### src/rtl/fp_div_seq.sv
// Iterative IEEE-754 single-precision divider: one restoring-division step per clock,
// then a round/normalise cycle that writes result and flags and pulses done.
module fp_div_seq #(
  parameter int EXP_W  = 8,
  parameter int MANT_W = 23,
  parameter int BIAS   = 127,
  parameter int ITER   = MANT_W + 3
) (
  input  logic        clk,
  input  logic        rst_n,
  input  logic        start,
  input  logic [31:0] a_operand,
  input  logic [31:0] b_operand,
  output logic        busy,
  output logic        done,
  output logic [31:0] result,
  output logic        Exception,
  output logic        Overflow,
  output logic        Underflow
);

  localparam int W    = 1 + EXP_W + MANT_W;
  localparam int MW   = MANT_W + 1;
  localparam int EW2  = EXP_W + 2;
  localparam int CW   = $clog2(ITER);
  localparam int EMAX = (1 << EXP_W) - 1;

  // Handshake: start is accepted only in IDLE and not in the done cycle; busy is high
  // from the cycle after acceptance until done; done is a one-cycle pulse and the
  // result/flags it qualifies hold until the next done or reset.
  typedef enum logic [1:0] {IDLE, DIV, RND} state_t;

  state_t             state, state_n;
  logic               accept;
  logic               sign;
  logic [EXP_W-1:0]   ea, eb;
  logic [MW-1:0]      mb;
  logic [MW:0]        rem;
  logic [ITER-1:0]    q;
  logic [CW-1:0]      cnt;
  logic [MW+1:0]      trial;

  logic [MANT_W-1:0]  mant;
  logic               guard, sticky, round_up, exc_n, ovf_n, unf_n;
  logic [MANT_W:0]    mant_rnd;
  logic [EW2-1:0]     ebias_pre, ebias_fin;
  logic [W-1:0]       res_n;

  // State register
  always_ff @(posedge clk or negedge rst_n) begin
    if (!rst_n) state <= IDLE;
    else        state <= state_n;
  end

  // Next-state logic
  always_comb begin
    state_n = state;
    case (state)
      IDLE:    if (start && !done) state_n = DIV;
      DIV:     if (cnt == '0)      state_n = RND;
      RND:                         state_n = IDLE;
      default:                     state_n = IDLE;
    endcase
  end

  // FSM outputs
  always_comb begin
    busy   = (state != IDLE);
    accept = (state == IDLE) && start && !done;
  end

  assign trial = {1'b0, rem} - {2'b00, mb};

  always_ff @(posedge clk or negedge rst_n) begin
    if (!rst_n) begin
      sign <= 1'b0;
      ea   <= '0;
      eb   <= '0;
      mb   <= '0;
      rem  <= '0;
      q    <= '0;
      cnt  <= '0;
    end else if (accept) begin
      sign <= a_operand[W-1] ^ b_operand[W-1];
      ea   <= a_operand[W-2:MANT_W];
      eb   <= b_operand[W-2:MANT_W];
      mb   <= {|b_operand[W-2:MANT_W], b_operand[MANT_W-1:0]};
      rem  <= {1'b0, |a_operand[W-2:MANT_W], a_operand[MANT_W-1:0]};
      q    <= '0;
      cnt  <= CW'(ITER - 1);
    end else if (state == DIV) begin
      // The remainder stays below 2*Mb, so a non-negative trial fits in MW bits.
      if (!trial[MW+1]) begin
        q   <= {q[ITER-2:0], 1'b1};
        rem <= {trial[MW-1:0], 1'b0};
      end else begin
        q   <= {q[ITER-2:0], 1'b0};
        rem <= {rem[MW-1:0], 1'b0};
      end
      cnt <= cnt - CW'(1);
    end
  end

  // Normalise, round to nearest even, then apply overrides in priority order.
  always_comb begin
    if (q[ITER-1]) begin
      mant   = q[ITER-2:2];
      guard  = q[1];
      sticky = q[0] | (|rem);
    end else begin
      mant   = q[ITER-3:1];
      guard  = q[0];
      sticky = |rem;
    end
    ebias_pre = {2'b00, ea} - {2'b00, eb} + EW2'(BIAS) - {{(EW2-1){1'b0}}, ~q[ITER-1]};
    round_up  = guard & (sticky | mant[0]);
    mant_rnd  = {1'b0, mant} + {{MANT_W{1'b0}}, round_up};
    ebias_fin = ebias_pre + {{(EW2-1){1'b0}}, mant_rnd[MANT_W]};

    exc_n = (ea == EXP_W'(EMAX)) || (eb == EXP_W'(EMAX)) || (eb == '0);
    ovf_n = 1'b0;
    unf_n = 1'b0;
    res_n = {sign, ebias_fin[EXP_W-1:0], mant_rnd[MANT_W-1:0]};
    if (exc_n) begin
      res_n = '0;
    end else if (ea == '0) begin
      res_n = {sign, {(W-1){1'b0}}};
    end else if (!ebias_fin[EW2-1] && (ebias_fin[EW2-2:0] >= (EW2-1)'(EMAX))) begin
      ovf_n = 1'b1;
      res_n = {sign, {EXP_W{1'b1}}, {MANT_W{1'b0}}};
    end else if (ebias_fin[EW2-1] || (ebias_fin == '0)) begin
      unf_n = 1'b1;
      res_n = {sign, {(W-1){1'b0}}};
    end
  end

  always_ff @(posedge clk or negedge rst_n) begin
    if (!rst_n) begin
      done      <= 1'b0;
      result    <= '0;
      Exception <= 1'b0;
      Overflow  <= 1'b0;
      Underflow <= 1'b0;
    end else begin
      done <= (state == RND);
      if (state == RND) begin
        result    <= res_n;
        Exception <= exc_n;
        Overflow  <= ovf_n;
        Underflow <= unf_n;
      end
    end
  end

endmodule

### config.mk
export PLATFORM = sky130hd
export DESIGN_NAME = fp_div_seq
export DESIGN_NICKNAME = d
export VERILOG_FILES = /design/src/rtl/fp_div_seq.sv
export SDC_FILE = /design/constraint.sdc
export NUM_CORES = 1
export LEC_CHECK = 0
export CORE_MARGIN = 3
export CORE_UTILIZATION = 41
export CTS_CLUSTER_DIAMETER = 80
export DETAILED_ROUTE_END_ITERATION = 8
export PLACE_DENSITY = 0.65
export SYNTH_ARGS = -nofsm -noshare
export SYNTH_HDL_FRONTEND = slang
export SYNTH_SLANG_ARGS = --single-unit
### constraint.sdc
create_clock -name clk -period 6.1 [get_ports clk]
set_input_delay 1.525 -clock clk [delete_from_list [all_inputs] [get_ports clk]]
set_output_delay 1.525 -clock clk [all_outputs]
set_load 0.02 [all_outputs]
# Word-level counts from Yosys, hierarchy flattened
# Cells that the tools add are included.
[totals]
out_inout_bits = 37
reg_bits = 135
inputBits = 67
[classes]
n_reduce_logical = 20
magnitude_cmp = 1
add_sub_neg = 7
mux = 25
bitwise_logic = 5
eq_ne = 6
[ops]
columns = ["cell", "n"]
rows = [
  ["$mux 31", 3],
  ["$mux 25", 3],
  ["$mux 26", 2],
  ["$mux 32", 1],
  ["$sub 25x24->26", 1],
  ["$reduce_or 25->1", 1],
  ["$add 23x1->24", 1],
  ["$mux 23", 1],
  ["$eq 8x8->1 const B", 2],
  ["$logic_not 8->1", 2],
  ["$reduce_or 8->1", 2],
  ["$add 10x1->10", 1],
  ["$add 9x8->10 const B", 1],
  ["$logic_not 10->1", 1],
  ["$mux 1", 10],
  ["$mux 5", 2],
  ["$sub 10x1->10", 1],
  ["$ge 9x8->1 const B", 1],
  ["$sub 8x8->9", 1],
  ["$logic_not 5->1", 1],
  ["$sub 5x1->5 const B", 1],
  ["$logic_and 1x1->1", 4],
  ["$mux 2", 2],
  ["$ne 2x2->1 const B", 2],
  ["12 further kinds", 17],
]

# Longest topological paths before layout
# Gate-level depths: netlist (run 1).
[logic_depth]
word_depth = 13
mapped_depth = 21
depth_no_buf = 18

# Least setup slack after synthesis (run 1)
# No wires, ideal clock.
[synth_path]
kind = "reg-to-reg"
startpoint = "reg q[25]"
endpoint = "reg result[10]"
synth_period_minus_slack_ns = 4.113
path_slack_ns = 1.987
t_required_ns = 5.979
path_stages_with_launch = 21
arrival_ns = 3.992
path_cell_list = "dfrtp_1 buf_6 nand2b_1 a2111oi_1 nand4_2 nor2_2 nand4_1 nor2_1 fa_1 ha_1 inv_1 fa_1 nor2b_1 o21a_1 nor2_1 xnor2_1 or3_1 nor3_1 nor3b_4 buf_6 a22o_1"
[synth_between]
elab_chain_len = 11
elab_cells_between_ends = 18
cone_classes = "3 x add/sub; 1 x order compare; 7 x mux; 3 x bitwise; 4 x reduce/logical"
[synth_lines]
columns = ["element", "line", "rtl"]
rows = [
  ["from (decl)", "39", "logic [ITER-1:0] q;"],
  ["from (signal assigned)", "94", "q <= {q[ITER-2:0], 1'b1};"],
  ["from (signal assigned)", "97", "q <= {q[ITER-2:0], 1'b0};"],
  ["parallel branches: the longest is 8 deep, another holds $add 23x1->24", "--", ""],
  ["$mux 31 (*)", "128", "end else if (!ebias_fin[EW2-1] && (ebias_fin[EW2-2:0] >= (EW2-1)'(EMAX))) begin"],
  ["$mux 31 (*)", "126", "end else if (ea == '0) begin"],
  ["$mux 32 (*)", "124", "if (exc_n) begin"],
  ["to (signal assigned)", "147", "result <= res_n;"],
  ["to (decl)", "16", "output logic [31:0] result,"],
]
# Mark *: on every way between the ends.
# A chain may end at the register's enable or synchronous reset.

# Worst setup path in the final report (run 1)
[layout_path]
startpoint = "reg q[25]"
endpoint = "reg result[22]"
# Same word-level chain as after synthesis.

==> flow_summary.toml, run 1 <==
[worst_hold_path]
holdCritPathClass = "register to register"

[route]
met2_length_mm = 9.87
drt-total-wl_mm = 21.1
remaining_drc_errors = 0
viasPerCell = 5.35
drt_iter0_markers = 419
vias = 7216
first_pass_iters = 5
final_antenna_net_count = 0
wl_met1_mm = 10.2
top_layer = "met4"
wl_per_cell_um = 15.7
dr_wl_met3_um = 774

[timing]
final.min_clock_period_ns = 5.08
setup_viol = 0
hold_viol = 0
max_freq_ghz = 0.197
rsz0062_at_grt = "no"
final.setup.tns_ns = 0
worst_pin_slew_ns = 1.09
post-route-period-util_pct = 83.4
slew_headroom_pct = 27.2
holdWs_ns = 0.477
fin_skew_ns = 0.00766
final_max_slew_viol_count = 0

[run_status]
status = "finished, final reports clean"

[floorplanning]
dieHeight_um = 151
start_util_pct = 42.2
std_cell_rows = 52
design.core.area_um2 = 20500
num_io_pins = 104
die_x_um = 151
dieArea_um2 = 22900

[finish]
layout_common_cells = "nand2_1 (171), dfrtp_1 (134), clkdlybuf4s50_1 (102), o21ai_0 (85), a21oi_1 (54)"
final_common_cell = "nand2_1"
final_area_um2 = 10400
drive_gt1_share_pct = 6.31
fin_nets = 1178
fin_util_pct = 50.9
diodes = 0
syn_to_final_growth_pct = 20.8

[logic_synthesis]
ys_seq_area_share_pct = 39.1
synthCells = 996
yosys_warnings = 0
async_flop_share_pct = 100
synth_top_cell_area_share_pct = 39.1
syn_nets = 1109
ys_ff_latch = 135
syn_avg_cell_area_um2 = 8.68
yosys.area.top_type = "dfrtp_1"
synth_area_um2 = 8640
synth-edff-count = 0
ys.flop_type = "dfrtp_1"
synth.distinct_cells = 65
synthTopCellsByArea = "dfrtp_1 (39%), nand2_1 (7.4%), ha_1 (6.1%)"

[global_routing]
first_global_vias = 7008
grt_pass1_wl_mm = 35.6
overflow = 0
grt_max_degree = 95
grtUsageTotal_pct = 19.5
grt_antenna_before_repair = 0

[clock_tree]
clock_sinks = 135
htreeDepth = 4
cts_setup_buffers = 0
clk_latency_ns = 0.43
cts_buffer_depth = 2
clkTransAtPathRegs_ns = 0.06
cts_buffers = 17
cts_hold_buf = 0
tritoncts = "built"
post_cts_resized = 0
cts_root_buf = "clkbuf_16"

[worst_setup_path]
arrival_ns = 5.44
slowest_delay_ns = 0.78
endpoint_kind = "register"
path_cells = "mux2i_1 > a2111oi_4 > nand4_2 > nor2_2 > nand4_1 > nor2_1 > fa_1 > ha_1 > inv_1 > fa_1 > nor2b_1 > o21a_1 > o21ai_1 > a21oi_1 > nor3_1 > or2_1 > nor3b_4 > a32o_1"
critPathMaxFanout = 30
path_class = "register to register"
crit_top_cell = "fa_1"
worstPathRequired_ns = 6.45
cp_slowest_cell = "nor3b_4"
critPathLaunchType = "register"

[place]
dpl_cell_area_um2 = 9800
place.gp.congestion = 0.887
dp_hpwl_mm = 14.9
numPortBuffers = 103

[run]
drv_cap = 0
[Yosys cell counts (5+ instances only)]
master / instances
a211oi_1: 6
nand2_1: 171
o31ai_1: 5
o21ai_0: 85
dfrtp_1: 135
inv_1: 49
a21oi_1: 54
nor4_1: 15
nand4_1: 10
mux2i_1: 24
a22o_1: 23
nor3_1: 15
a31oi_1: 12
xor2_1: 32
buf_1: 6
nor2b_1: 6
clkbuf_1: 38
nor2_1: 42
ha_1: 42
o21a_1: 6
and3_1: 23
o21ai_1: 16
xnor2_1: 34
nand2b_1: 9
a21o_1: 24
buf_6: 5
buf_2: 11
nand3_1: 34
or3_1: 5
[flip-flops by register name, summed over array words and instances (netlist names)]
| name | flops |
|---|---|
| cnt | 5 |
| ea | 8 |
| Underflow | 1 |
| Overflow | 1 |
| q | 26 |
| result | 32 |
| rem | 25 |
| mb | 24 |
| sign | 1 |
| Exception | 1 |
| done | 1 |
| state | 2 |
| eb | 8 |
[area by class of cell]
| cell class | count | area (µm²) |
|---|---|---|
| clock buffer | 20 | 467 |
| clock inverter | 12 | 174 |
| fill | 1926 | 10100 |
| inverter | 49 | 184 |
| multi-input combinational | 752 | 4810 |
| sequential | 135 | 3380 |
| tap | 270 | 338 |
| timing repair buffer | 110 | 1080 |
[per-stage QoR]
step	setup WS [ns]	instances
6_report	1.02	1348
5_1_grt	0.475	1348
4_1_cts	0.971	1348
3_5_place_dp	0.981	1316
3_3_place_gp	1.18	1316
2_1_floorplan	1.99	996
[cell families (layout without fill, tap and decap cells)]
kind of cell / Yosys count / after routing / synth area share [%]
XOR/XNOR: 67 / 67 / 6.88
AO/OA/AOI/OAI: 261 / 261 / 19.3
AND/OR/NAND/NOR: 351 / 351 / 19.3
flip-flops: 135 / 135 / 39.1
multiplexers: 27 / 27 / 3.17
buffers and inverters: 109 / 191 / 5.33
adder cells (fa/ha/maj): 46 / 46 / 7.01
[worst max-delay path, delay by kind of cell (launching register included)]
kind / cells / cell delay, ns
compound gates: 5 / 1.15
fa+ha+maj: 3 / 0.76
buf+inv: 1 / 0.06
flops: 1 / 0.72
mux: 1 / 0.25
simple gates: 8 / 2.06
[worst paths after layout]
path / depth (start not counted) / end / slack [ns] / start
max: 18 / result[22] / 1.02 / q[25]
min: 1 / result[26] / 0.48 / result[26]
max reg2reg: 18 / result[22] / 1.02 / q[25]
min reg2reg: 1 / result[26] / 0.48 / result[26]
max in group asynchronous: 2 / rem[24] / 3.79 / rst_n
min in group asynchronous: 1 / result[5] / 1.20 / rst_n
[routing by layer]
| metal | global-route usage (%) | vias to the layer above |
|---|---|---|
| met5 | 0 | - |
| met4 | 5.30 | 0 |
| met3 | 4.10 | 21 |
| met2 | 31.5 | 141 |
| met1 | 26.7 | 3428 |
| li1 | - | 3626 |
Power of run 1 is not shown: default switching activity piles up to over one toggle a cycle in this logic, so the estimate is an artifact.
==> run 2, diff against run 1 <==
==> constraint.sdc (replaced) <==
create_clock -name clk -period 4.74 [get_ports clk]
set_input_delay 1.185 -clock clk [delete_from_list [all_inputs] [get_ports clk]]
set_output_delay 1.185 -clock clk [all_outputs]
set_load 0.02 [all_outputs]
==> flow_summary.toml, run 2 (synthesis results as in run 1) <==
[run_status]
status = "finished, final reports clean"

[place]
place.gp.congestion = 0.873
dpl_cell_area_um2 = 9850
dp_hpwl_mm = 15.3
numPortBuffers = 103

[clock_tree]
clk_latency_ns = 0.43
cts_root_buf = "clkbuf_16"
clkTransAtPathRegs_ns = 0.07
cts_buffer_depth = 2
cts_buffers = 17
cts_hold_buf = 0
clock_sinks = 135
tritoncts = "built"
htreeDepth = 4

[floorplanning]
num_io_pins = 104
std_cell_rows = 52
dieArea_um2 = 22900
start_util_pct = 42.2
design.core.area_um2 = 20500
die_x_um = 151
dieHeight_um = 151

[worst_setup_path]
critPathMaxFanout = 15
path_class = "register to register"
arrival_ns = 4.81
critPathLaunchType = "register"
timing.rr.end = "result[22]"
regToRegSetupSlack_ns = 0.29
worstPathRequired_ns = 5.10
r2r_cells = 19
r2r-start = "q[25]"
endpoint_kind = "register"

[timing]
setup_viol = 0
slew_headroom_pct = 30.5
worst_pin_slew_ns = 1.04
post-route-period-util_pct = 93.9
fin_skew_ns = 0.00960
hold_viol = 0
final.min_clock_period_ns = 4.45
max_freq_ghz = 0.225
final_max_slew_viol_count = 0
final.setup.tns_ns = 0

[worst_hold_path]
worstHoldStart = "result[30]"
holdCritPathClass = "register to register"
hold_depth = 2
hold_end = "result[30]"

[finish]
drive_gt1_share_pct = 7.61
syn_to_final_growth_pct = 22.6
top_register = "result"
layout_common_cells = "nand2_1 (171), dfrtp_1 (134), clkdlybuf4s50_1 (102), o21ai_0 (85), a21oi_1 (54)"
diodes = 0
ff_latch_area_um2 = 3380
largest_reg_flops = 32
final_common_cell = "nand2_1"
fin_nets = 1191
multiInputGateArea_um2 = 4850
final_area_um2 = 10600
fill_cells = 1954
reg_top3 = "result (32), q (26), rem (25)"

[route]
first_pass_iters = 4
drt-total-wl_mm = 21.6
remaining_drc_errors = 0
wl_per_cell_um = 15.9
drt_iter0_markers = 393
vias = 7292
final_antenna_net_count = 0
viasPerCell = 5.36

[global_routing]
grt_use_met2_pct = 31.1
first_global_vias = 6997
busiest_layer = "met2"
overflow = 0
grtUsageTotal_pct = 19.2
grt_antenna_before_repair = 0
grt_util_met1_pct = 26.1
grt_pass1_wl_mm = 35.0
grt_max_degree = 91
met3_usage_pct = 4.10

[run]
drv_cap = 0
## run 2: changes by cell type in the layout (fill, tap and decap cells not counted), moves of 3 or more
cell,previous run,this run
buf_4,7,18
clkinv_4,1,5
clkbuf_8,3,0
clkinv_2,3,0
## run 2: worst max-delay path by stage
| stage | start | end | slack, ns |
|---|---|---|---|
| after global placement | q[25] | result[22] | 0.18 |
| after floorplan | q[25] | result[10] | 0.63 |
| after global routing | q[25] | result[22] | -0.04 |
| after CTS | q[25] | result[22] | 0.004 |
| final | q[25] | result[22] | 0.29 |
| after detailed placement | q[25] | result[22] | 0.07 |
## run 2: metrics by stage
| stage | hold slack (ns) | instances | utilization [%] | setup slack, ns |
|---|---|---|---|---|
| 5_1_grt | 0.501 | 1361 | 51.7 | -0.0382 |
| 4_1_cts | 0.484 | 1355 | 51.3 | 0.00441 |
| 6_report | 0.482 | 1361 | 51.7 | 0.287 |
| 3_5_place_dp | 0.471 | 1323 | 48.1 | 0.0676 |
| 3_3_place_gp | 0.463 | 1323 | 48.1 | 0.179 |
| 2_1_floorplan | 0.451 | 996 | - | 0.627 |
## run 2: cell type report
| class | instances | share of cell area (%) |
|---|---|---|
| multi-input cells | 753 | 45.8 |
| flip-flops and latches | 135 | 31.9 |
| repair buffers | 122 | 11.2 |
| clock buffers | 18 | 4.05 |
| well taps | 270 | 3.19 |
| clock inverters | 14 | 2.13 |
| inverters | 49 | 1.74 |
## run 2: critical path, stage by stage, from the launching register on
cell and delay [ns]:
dfrtp_2 0.51, nand2b_1 0.28, a2111oi_4 0.38, nand4_2 0.19, nor2_2 0.18, nand4_1 0.16, nor2_1 0.17, fa_1 0.19
ha_1 0.18, inv_1 0.06, fa_1 0.40, nor2b_1 0.14, o21a_1 0.14, o21ai_1 0.10, a21oi_1 0.24, a211oi_2 0.11
a31oi_2 0.35, nor3b_4 0.29, buf_12 0.16, a32o_1 0.15
## run 2: repair_timing
action                                  4_1_cts  5_1_grt
resized for setup                             0        5
endpoints found under the setup margin        0       23
buffers inserted                              0        5
## run 2: metal layers
layer  share of wire, %  up-vias  wire, µm
met5                  0        -         0
met4                1.7        0       371
met3                3.9       28       833
met2                 47      134     10300
met1                 47     3488     10200
li1                   -     3642         -
Power of run 2 is left out for the same reason.
